`src/rtl/mbi5153_pkg.sv`:
```
// Shared definitions for the MBI5153 command path.
// Contents: requester indices, command arbiter state encodings, and the
// default watchdog limit.
package mbi5153_pkg;

  localparam int N_REQ_DEF = 4;

  localparam logic [1:0] REQ_VSYNC = 2'd0;
  localparam logic [1:0] REQ_PREA  = 2'd1;
  localparam logic [1:0] REQ_RCFG  = 2'd2;
  localparam logic [1:0] REQ_DATA  = 2'd3;

  localparam logic [1:0] ST_IDLE   = 2'd0;
  localparam logic [1:0] ST_WAIT   = 2'd1;
  localparam logic [1:0] ST_LOCK   = 2'd2;
  localparam logic [1:0] ST_WAIT_L = 2'd3;

  localparam int WDOG_CYCLES_DEF = 4096;

endpackage

```
`src/rtl/mbi5153_prio_enc.sv`:
```
// Fixed-priority encoder, lowest index wins.
// Ports:
//   req    - request vector
//   onehot - one-hot of the winning bit (0 when no request)
//   idx    - index of the winning bit (0 when no request)
//   valid  - at least one request bit set
module mbi5153_prio_enc #(
  parameter int N = 4,
  parameter int W = (N > 1) ? $clog2(N) : 1
) (
  input  logic [N-1:0] req,
  output logic [N-1:0] onehot,
  output logic [W-1:0] idx,
  output logic         valid
);

  // Scan from the top down so the lowest set index is written last.
  always_comb begin
    onehot = '0;
    idx    = '0;
    valid  = 1'b0;
    for (int i = N - 1; i >= 0; i--) begin
      if (req[i]) begin
        onehot    = '0;
        onehot[i] = 1'b1;
        idx       = W'(i);
        valid     = 1'b1;
      end
    end
  end

endmodule

```
`src/rtl/mbi5153_cmd_arb.sv`:
```
// Command arbiter sharing the MBI5153 LE-pulse transmitter among four
// requesters (VSYNC, PREA, RCFG, DATA). Latches request strobes, grants by
// fixed priority and keeps PREA immediately followed by RCFG.
// Optional feature macro: MBI5153_CMD_ARB_WDOG_EN (watchdog abort).
// Ports:
//   CLK, RESET       - clock, synchronous active-high reset
//   REQ              - one-cycle request strobes, bit i = requester i
//   REQ_READY        - bit i high: a strobe on REQ[i] will be accepted
//   REQ_DONE         - one-cycle strobe: command of requester i finished
//   TX_READY         - transmitter idle
//   TX_START, TX_ID  - start strobe and granted requester index
//   TX_DONE          - transmitter finished the command
//   LOCKED           - PREA->RCFG lock active
//   OVERRUN          - a strobe was dropped because REQ_READY was low
//   ABORT            - watchdog abort strobe
//
// state   | meaning
// IDLE    | pick highest-priority pending request when TX_READY
// WAIT    | command in flight, wait for TX_DONE
// LOCK    | PREA finished, only RCFG may be granted
// WAIT_L  | RCFG in flight under the lock
module mbi5153_cmd_arb
  import mbi5153_pkg::*;
#(
  parameter int N_REQ       = N_REQ_DEF,
  parameter int WDOG_CYCLES = WDOG_CYCLES_DEF
) (
  input  logic             CLK,
  input  logic             RESET,
  input  logic [N_REQ-1:0] REQ,
  output logic [N_REQ-1:0] REQ_READY,
  output logic [N_REQ-1:0] REQ_DONE,
  input  logic             TX_READY,
  output logic             TX_START,
  output logic [1:0]       TX_ID,
  input  logic             TX_DONE,
  output logic             LOCKED,
  output logic             OVERRUN,
  output logic             ABORT
);

  localparam logic [N_REQ-1:0] RCFG_MASK = N_REQ'(1) << REQ_RCFG;

  logic [1:0]       state, state_nxt;
  logic [N_REQ-1:0] pending, grant_oh, eligible, enc_oh, done_mask;
  logic [1:0]       enc_idx;
  logic             enc_valid;
  logic             busy, start_fire, done_fire, wdog_hit;

  assign busy      = (state == ST_WAIT) || (state == ST_WAIT_L);
  assign LOCKED    = (state == ST_LOCK) || (state == ST_WAIT_L);
  assign REQ_READY = ~pending & ~(busy ? grant_oh : '0);
  assign eligible  = (state == ST_LOCK) ? (pending & RCFG_MASK) : pending;
  assign done_mask = done_fire ? grant_oh : '0;

  mbi5153_prio_enc #(.N(N_REQ), .W(2)) u_prio_enc (
    .req    (eligible),
    .onehot (enc_oh),
    .idx    (enc_idx),
    .valid  (enc_valid)
  );

  // A real TX_DONE wins over a watchdog hit in the same cycle, and a grant
  // out of LOCK wins over a lock timeout.
  always_comb begin
    state_nxt  = state;
    start_fire = 1'b0;
    done_fire  = 1'b0;
    case (state)
      ST_IDLE: begin
        if (enc_valid && TX_READY) begin
          start_fire = 1'b1;
          state_nxt  = ST_WAIT;
        end
      end
      ST_WAIT: begin
        if (TX_DONE) begin
          done_fire = 1'b1;
          state_nxt = (TX_ID == REQ_PREA) ? ST_LOCK : ST_IDLE;
        end else if (wdog_hit) begin
          done_fire = 1'b1;
          state_nxt = ST_IDLE;
        end
      end
      ST_LOCK: begin
        if (enc_valid && TX_READY) begin
          start_fire = 1'b1;
          state_nxt  = ST_WAIT_L;
        end else if (wdog_hit) begin
          state_nxt = ST_IDLE;
        end
      end
      ST_WAIT_L: begin
        if (TX_DONE || wdog_hit) begin
          done_fire = 1'b1;
          state_nxt = ST_IDLE;
        end
      end
      default: state_nxt = ST_IDLE;
    endcase
  end

  always_ff @(posedge CLK) begin
    if (RESET) begin
      state    <= ST_IDLE;
      pending  <= '0;
      grant_oh <= '0;
      TX_ID    <= '0;
      TX_START <= 1'b0;
      REQ_DONE <= '0;
      OVERRUN  <= 1'b0;
    end else begin
      state    <= state_nxt;
      TX_START <= start_fire;
      if (start_fire) begin
        grant_oh <= enc_oh;
        TX_ID    <= enc_idx;
      end
      REQ_DONE <= done_mask;
      pending  <= (pending | (REQ & REQ_READY)) & ~done_mask;
      OVERRUN  <= |(REQ & ~REQ_READY);
    end
  end

`ifdef MBI5153_CMD_ARB_WDOG_EN
  localparam int WDOG_W = $clog2(WDOG_CYCLES + 1);

  logic [WDOG_W-1:0] wdog_cnt;
  logic              abort_q;

  assign wdog_hit = (state != ST_IDLE) && (wdog_cnt == WDOG_W'(WDOG_CYCLES - 1));

  always_ff @(posedge CLK) begin
    if (RESET) begin
      wdog_cnt <= '0;
      abort_q  <= 1'b0;
    end else begin
      if (state_nxt != state)
        wdog_cnt <= '0;
      else if (state != ST_IDLE)
        wdog_cnt <= wdog_cnt + WDOG_W'(1);
      abort_q <= wdog_hit && !(busy && TX_DONE) && !start_fire;
    end
  end

  assign ABORT = abort_q;
`else
  assign wdog_hit = 1'b0;
  // Watchdog compiled out: the constant compare is always false.
  assign ABORT    = (WDOG_CYCLES < 0);
`endif

endmodule

```
`config.mk`:
```
export PLATFORM = sky130hd
export DESIGN_NAME = mbi5153_cmd_arb
export DESIGN_NICKNAME = d
export VERILOG_FILES = /design/src/rtl/mbi5153_pkg.sv /design/src/rtl/mbi5153_prio_enc.sv /design/src/rtl/mbi5153_cmd_arb.sv
export SDC_FILE = /design/constraint.sdc
export NUM_CORES = 1
export LEC_CHECK = 0
export ABC_AREA = 1
export ABC_CLOCK_PERIOD_IN_PS = 2810
export BUFFER_PORTS_ARGS = -buffer_cell sky130_fd_sc_hd__clkbuf_2
export CAP_MARGIN = 20
export CORE_MARGIN = 4
export CORE_UTILIZATION = 52
export DETAILED_ROUTE_END_ITERATION = 7
export GPL_TIMING_DRIVEN = 0
export HOLD_SLACK_MARGIN = 0.1
export PLACE_DENSITY_LB_ADDON = 0.25
export SLEW_MARGIN = 20
export SYNTH_ARGS = -nofsm -noshare
export SYNTH_HDL_FRONTEND = slang
export SYNTH_HIERARCHICAL = 1
export SYNTH_SLANG_ARGS = --single-unit
```
`constraint.sdc`:
```
create_clock -name CLK -period 2.81 [get_ports CLK]
set_input_delay 0.1405 -clock CLK [delete_from_list [all_inputs] [get_ports CLK]]
set_output_delay 0.1405 -clock CLK [all_outputs]
set_load 0.05 [all_outputs]
```
==> reports/metrics.yaml, run 1 <==
status: "complete, no violations"
ios: 22
r2r-start: "state[0]$_SDFFE_PP0P_"
worstPathArrival_ns: 1.80
cap_viol_max_count: 0
cts_tree: "yes"
drive_gt1_share_pct: 23.4
whs_path_depth: 3
p_int_uw: 364
dr.pass1.iters: 4
layout.nets: 147
min-delay-start: "TX_READY"
netlist_instances: 111
avgRoutedWirePerCell_um: 10.9
grt_overflow: 0
required_ns: 2.99
vias_per_cell: 5.04
die_x_um: 46.4
fin_crit_ns: 1.61
r2r_cells: 7
chipHeight_um: 46.4
min_to: "state[0]$_SDFFE_PP0P_"
synth-seq-area-share_pct: 47.1
grt_pass1_vias: 724
fp.coreArea_sq_mm: 0.00135
place.port_buffers: 20
cp_max_fo: 10
yosys_warnings: 6
layout_common_cells: "nand2_1 (22), clkbuf_2 (20), dfxtp_1 (18)"
final.period_utilization_pct: 57.4
dp_hpwl_mm: 1.23
totalNegativeSetupSlack_ns: 0
ys_seq_elements: 18
fmax_ghz: 0.620
clock_skew_ns: 0.00533
dpl.cell_count: 146
hold_class: "in -> reg"
area_growth_pct: 22.4
grt.total_usage_pct: 18.7
seq_power_share_pct: 51.6
clk-insertion-delay-late_ns: 0.29
syn_area_sq_um: 766
critPathCaptureType: "flip-flop"
ys_types: 16
post_cts_buffers: 0
swShare_pct: 34.4
fp-row-count: 13
grt_pass1_wl_mm: 2.82
clockRootBuffer: "clkbuf_4"
design.die.area_sq_mm: 0.00215
path_clk_slew_ns: 0.10
initial_utilization_pct: 56.7
num_vias: 766
r2r_setup_slack_ns: 1.20
critPathLaunchType: "flip-flop"
p_leak_uw: 0.000490
syn_nets: 119
worstSetupPathType: "reg -> reg"
h-tree-depth: 1
antenna_found_initial: 0
grt_setup_unrepaired: "no"
drt_iter0_markers: 26
cts_hold_buf: 3
numCtsBuffers: 3
diodes: 0
layout.cells.non_filler: 152
peakVddDrop_uv: 344
hold_viol: 0
clock-sinks: 18
pwr-share-clk_pct: 22.6
gp_congestion: 0.881
antenna_left: 0
final_common_cell: "nand2_1"
comb_power_share_pct: 25.8
postSynthAreaPerCell_sq_um: 6.90
routed_wl_mm: 1.65
cts_resized: 0
r2r_end: "TX_ID[0]$_SDFFE_PP0P_"
grt_max_degree: 11
clockBufferDepth: 2
powerDensity_mw_per_mm2: 591
setup_viol: 0
drc: 0
switchingPower_uw: 190
maxSlewViolCount: 0
[registers in the layout, indices dropped and copies added, names as in the netlist, named ones only]
register,flops
OVERRUN,1
pending,4
REQ_DONE,4
state,1
TX_START,1
grant_oh,4
TX_ID,2
[synthesized netlist by cell type (all sizes together)]
master | number | area [sq um]
nand2 | 24 | 95.1
inv | 19 | 71.3
dfxtp | 18 | 360
nor2 | 16 | 60.1
a21oi | 10 | 50.1
o21ai | 10 | 50.1
nor3 | 4 | 20.0
nand3 | 3 | 20.0
buf | 2 | 15.0
clkbuf | 2 | 7.51
conb | 1 | 3.75
nand4 | 1 | 6.26
o22ai | 1 | 6.26
[worst max-delay path, stage by stage, from the launching register on]
cell     delay (ns)
dfxtp_1        0.50
inv_2          0.10
a21oi_1        0.23
nor2_1         0.10
nand3_1        0.12
nand3_2        0.19
o21ai_0        0.21
a21oi_1        0.06
[final cells by class]
cell class                 count  area [sq um]
buffer                         4          22.5
clock buffer                   3          22.5
fill                         117           413
inverter                      19          71.3
multi-input combinational     70           312
sequential                    18           360
tap                           15          18.8
timing repair buffer          23           130
[power by group through the flow]
stage	combinational [uW]	clock (uW)	sequential [uW]
floorplan	86.9	0	311
global placement	136	0	290
detailed placement	139	0	291
CTS	143	127	286
global route	159	142	288
finish	143	125	286
[through the flow]
step                      power (uW)  area (sq um)  setup WS (ns)  utilization, %  hold WS (ns)
after CTS                        555           937           1.23            69.4         0.105
after floorplan                  398           766           1.51               -         0.281
final                            554           937           1.20            69.4         0.104
after global routing             589           937           1.02            69.4         0.110
after detailed placement         430           885           1.24            65.5         0.394
after global placement           426           885           1.28            65.5         0.393
[metal layers]
layer,part of all wire [%],GRT usage [%],vias up
met5,0,0,-
met4,3.2,13.1,0
met3,5.7,3.91,7
met2,49,31.0,23
met1,42,20.8,340
li1,-,-,396
[worst max-delay path by stage]
stage / startpoint / end / slack [ns] / depth (start not counted)
after floorplan: state[0]$_SDFFE_PP0P_ / TX_ID[0]$_SDFFE_PP0P_ / 1.51 / 7
final: state[0]$_SDFFE_PP0P_ / TX_ID[0]$_SDFFE_PP0P_ / 1.20 / 7
after CTS: state[0]$_SDFFE_PP0P_ / TX_ID[0]$_SDFFE_PP0P_ / 1.23 / 7
after global placement: state[0]$_SDFFE_PP0P_ / grant_oh[2]$_SDFFE_PP0P_ / 1.28 / 8
after global routing: state[0]$_SDFFE_PP0P_ / grant_oh[0]$_SDFFE_PP0P_ / 1.02 / 8
after detailed placement: state[0]$_SDFFE_PP0P_ / grant_oh[1]$_SDFFE_PP0P_ / 1.24 / 7
[logic make-up after synthesis]
| logic type | Yosys count | synth area share, % |
|---|---|---|
| buf+inv | 23 | 12.3 |
| compound gates | 21 | 13.9 |
| other cells | 1 | 0.490 |
| simple gates | 48 | 26.3 |
| flops | 18 | 47.1 |
No activity file was read; power rests on OpenSTA's default activity.
==> run 2: changes to the inputs <==
- ABC_CLOCK_PERIOD_IN_PS: 2810 -> 1700
- CORE_UTILIZATION: 52 -> 48
- clock period: 2.81 -> 1.7 ns (I/O delays scaled with it)
==> reports/metrics.yaml, run 2 (synthesized netlist as in run 1, its figures left out) <==
grt.met1_usage_pct: 21.0  # +0.23 points
layout_common_cells: "nand2_1 (22), clkbuf_2 (20), dfxtp_1 (17)"
avgRoutedWirePerCell_um: 10.3  # -4.9%
clockBufferDepth: 2  # unchanged
peakVddDrop_uv: 529  # +54%
clock_skew_ns: 0.00206  # -0.00326 ns
multi_input_area_sq_um: 312  # unchanged
critPathCaptureType: "flip-flop"
powerDensity_mw_per_mm2: 989  # +67%
final_area_sq_um: 983  # +4.9%
place.port_buffers: 20  # unchanged
required_ns: 1.93  # -1.06 ns
worstSetupPathType: "reg -> reg"
vias_per_cell: 4.77  # -5.3%
grt_setup_unrepaired: "no"
grt.total_usage_pct: 16.4  # -2.3 points
cap_viol_max_count: 0  # unchanged
maxSlewViolCount: 0  # unchanged
worstPathArrival_ns: 1.73  # -0.07 ns
area_growth_pct: 28.4
cts_tree: "yes"
fp-row-count: 14  # +1
globalRouteMet2Util_pct: 25.9  # -5.2 points
setup_ws_ns: 0.202  # -0.996 ns
power.total_uw: 973  # +76%
drc: 0  # unchanged
clk-insertion-delay-late_ns: 0.29  # about the same
reg_top3: "REQ_DONE (4), grant_oh (4), pending (4)"
totalNegativeSetupSlack_ns: 0  # unchanged
grt_pass1_vias: 650  # -10%
regArea_sq_um: 362  # +0.35%
design.die.area_sq_mm: 0.00230  # +6.9%
hold_viol: 0  # unchanged
routed_wl_mm: 1.62  # -1.8%
hold_class: "in -> reg"
p_leak_uw: 0.000510  # +4.1%
layout.nets: 150  # +2.0%
antenna_left: 0  # unchanged
clockRootBuffer: "clkbuf_4"
die_x_um: 47.9  # +3.4%
chipHeight_um: 47.9  # +3.4%
path_clk_slew_ns: 0.10  # about the same
h-tree-depth: 1  # unchanged
fin_crit_ns: 1.50  # -0.114 ns
grt_pass1_wl_mm: 2.63  # -6.6%
busiest_layer: "met2"
clock-sinks: 18  # unchanged
num_vias: 749  # -2.2%
initial_utilization_pct: 50.8  # -5.9 points
antenna_found_initial: 0  # unchanged
grt_max_degree: 11  # unchanged
status: "complete, no violations"
numCtsBuffers: 3  # unchanged
gp_congestion: 0.823  # -6.7%
final.period_utilization_pct: 88.1  # +31 points
n_fill_cell: 144  # +23%
post_cts_buffers: 0  # unchanged
setup_viol: 0  # unchanged
dp_hpwl_mm: 1.18  # -4.0%
final_common_cell: "nand2_1"
fmax_ghz: 0.667  # +7.6%
cp_max_fo: 10  # unchanged
diodes: 0  # unchanged
grtUsageMet3_pct: 2.26  # -1.7 points
place_area_sq_um: 886  # +0.14%
ios: 22  # unchanged
drt_iter0_markers: 10  # -62%
drive_gt1_share_pct: 24.1  # +0.76 points
dr.pass1.iters: 4  # unchanged
place_ws_ns: 0.137  # -1.11 ns
fp.coreArea_sq_mm: 0.00151  # +12%
critPathLaunchType: "flip-flop"
grt_overflow: 0  # unchanged
==> run 2: cell count changes in the layout (fill, tap and decap cells not counted), sizes merged <==
cell	before	now
dlygate4sd3	3	6
clkbuf	25	26
==> run 2: area by class of cell <==
cell class / count / area share, %
flip-flops and latches: 18 / 36.8
multi-input cells: 70 / 31.7
repair buffers: 26 / 16.3
inverters: 19 / 7.25
clock buffers: 4 / 3.69
plain buffers: 4 / 2.29
well taps: 16 / 2.04
==> run 2: critical path: stages (launching register included) <==
cell and delay [ns]:
dfxtp_2 0.41, inv_2 0.08, a21oi_1 0.23, nor2_1 0.11, nand3_1 0.11, nand3_2 0.18
inv_1 0.17, nor2_1 0.05, nor2_1 0.10
==> run 2: repair_timing <==
action,4_1_cts,5_1_grt
hold endpoints to repair,6,0
resized for setup,0,1
hold buffers,6,0
setup endpoints to repair,0,6
==> run 2: through the flow <==
stage	hold slack, ns	cells	util (%)
finish	0.163	157	65.3
global route	0.180	157	65.3
CTS	0.153	157	65.2
detailed placement	0.342	147	58.8
global placement	0.337	147	58.8
floorplan	0.226	111	-
==> run 2: path summary, 6_finish.rpt <==
| path | from | end | slack (ns) | cells after the start |
|---|---|---|---|---|
| setup reg to reg | state[0]$_SDFFE_PP0P_ | grant_oh[0]$_SDFFE_PP0P_ | 0.20 | 8 |
| hold / removal | RESET | grant_oh[1]$_SDFFE_PP0P_ | 0.16 | 4 |
| hold reg to reg | TX_ID[1]$_SDFFE_PP0P_ | TX_ID[1]$_SDFFE_PP0P_ | 0.47 | 2 |
| setup / recovery | state[0]$_SDFFE_PP0P_ | grant_oh[0]$_SDFFE_PP0P_ | 0.20 | 8 |
==> run 2: metal layers <==
metal	part of all wire (%)	wire length, um
met3	4.1	67
met1	47	769
met4	0.99	16
met2	47	769
met5	0	0
==> run 2: power breakdown <==
group	internal, uW	switching [uW]
clock network	130	129
logic	70.8	170
registers	453	19.0
total	654	319
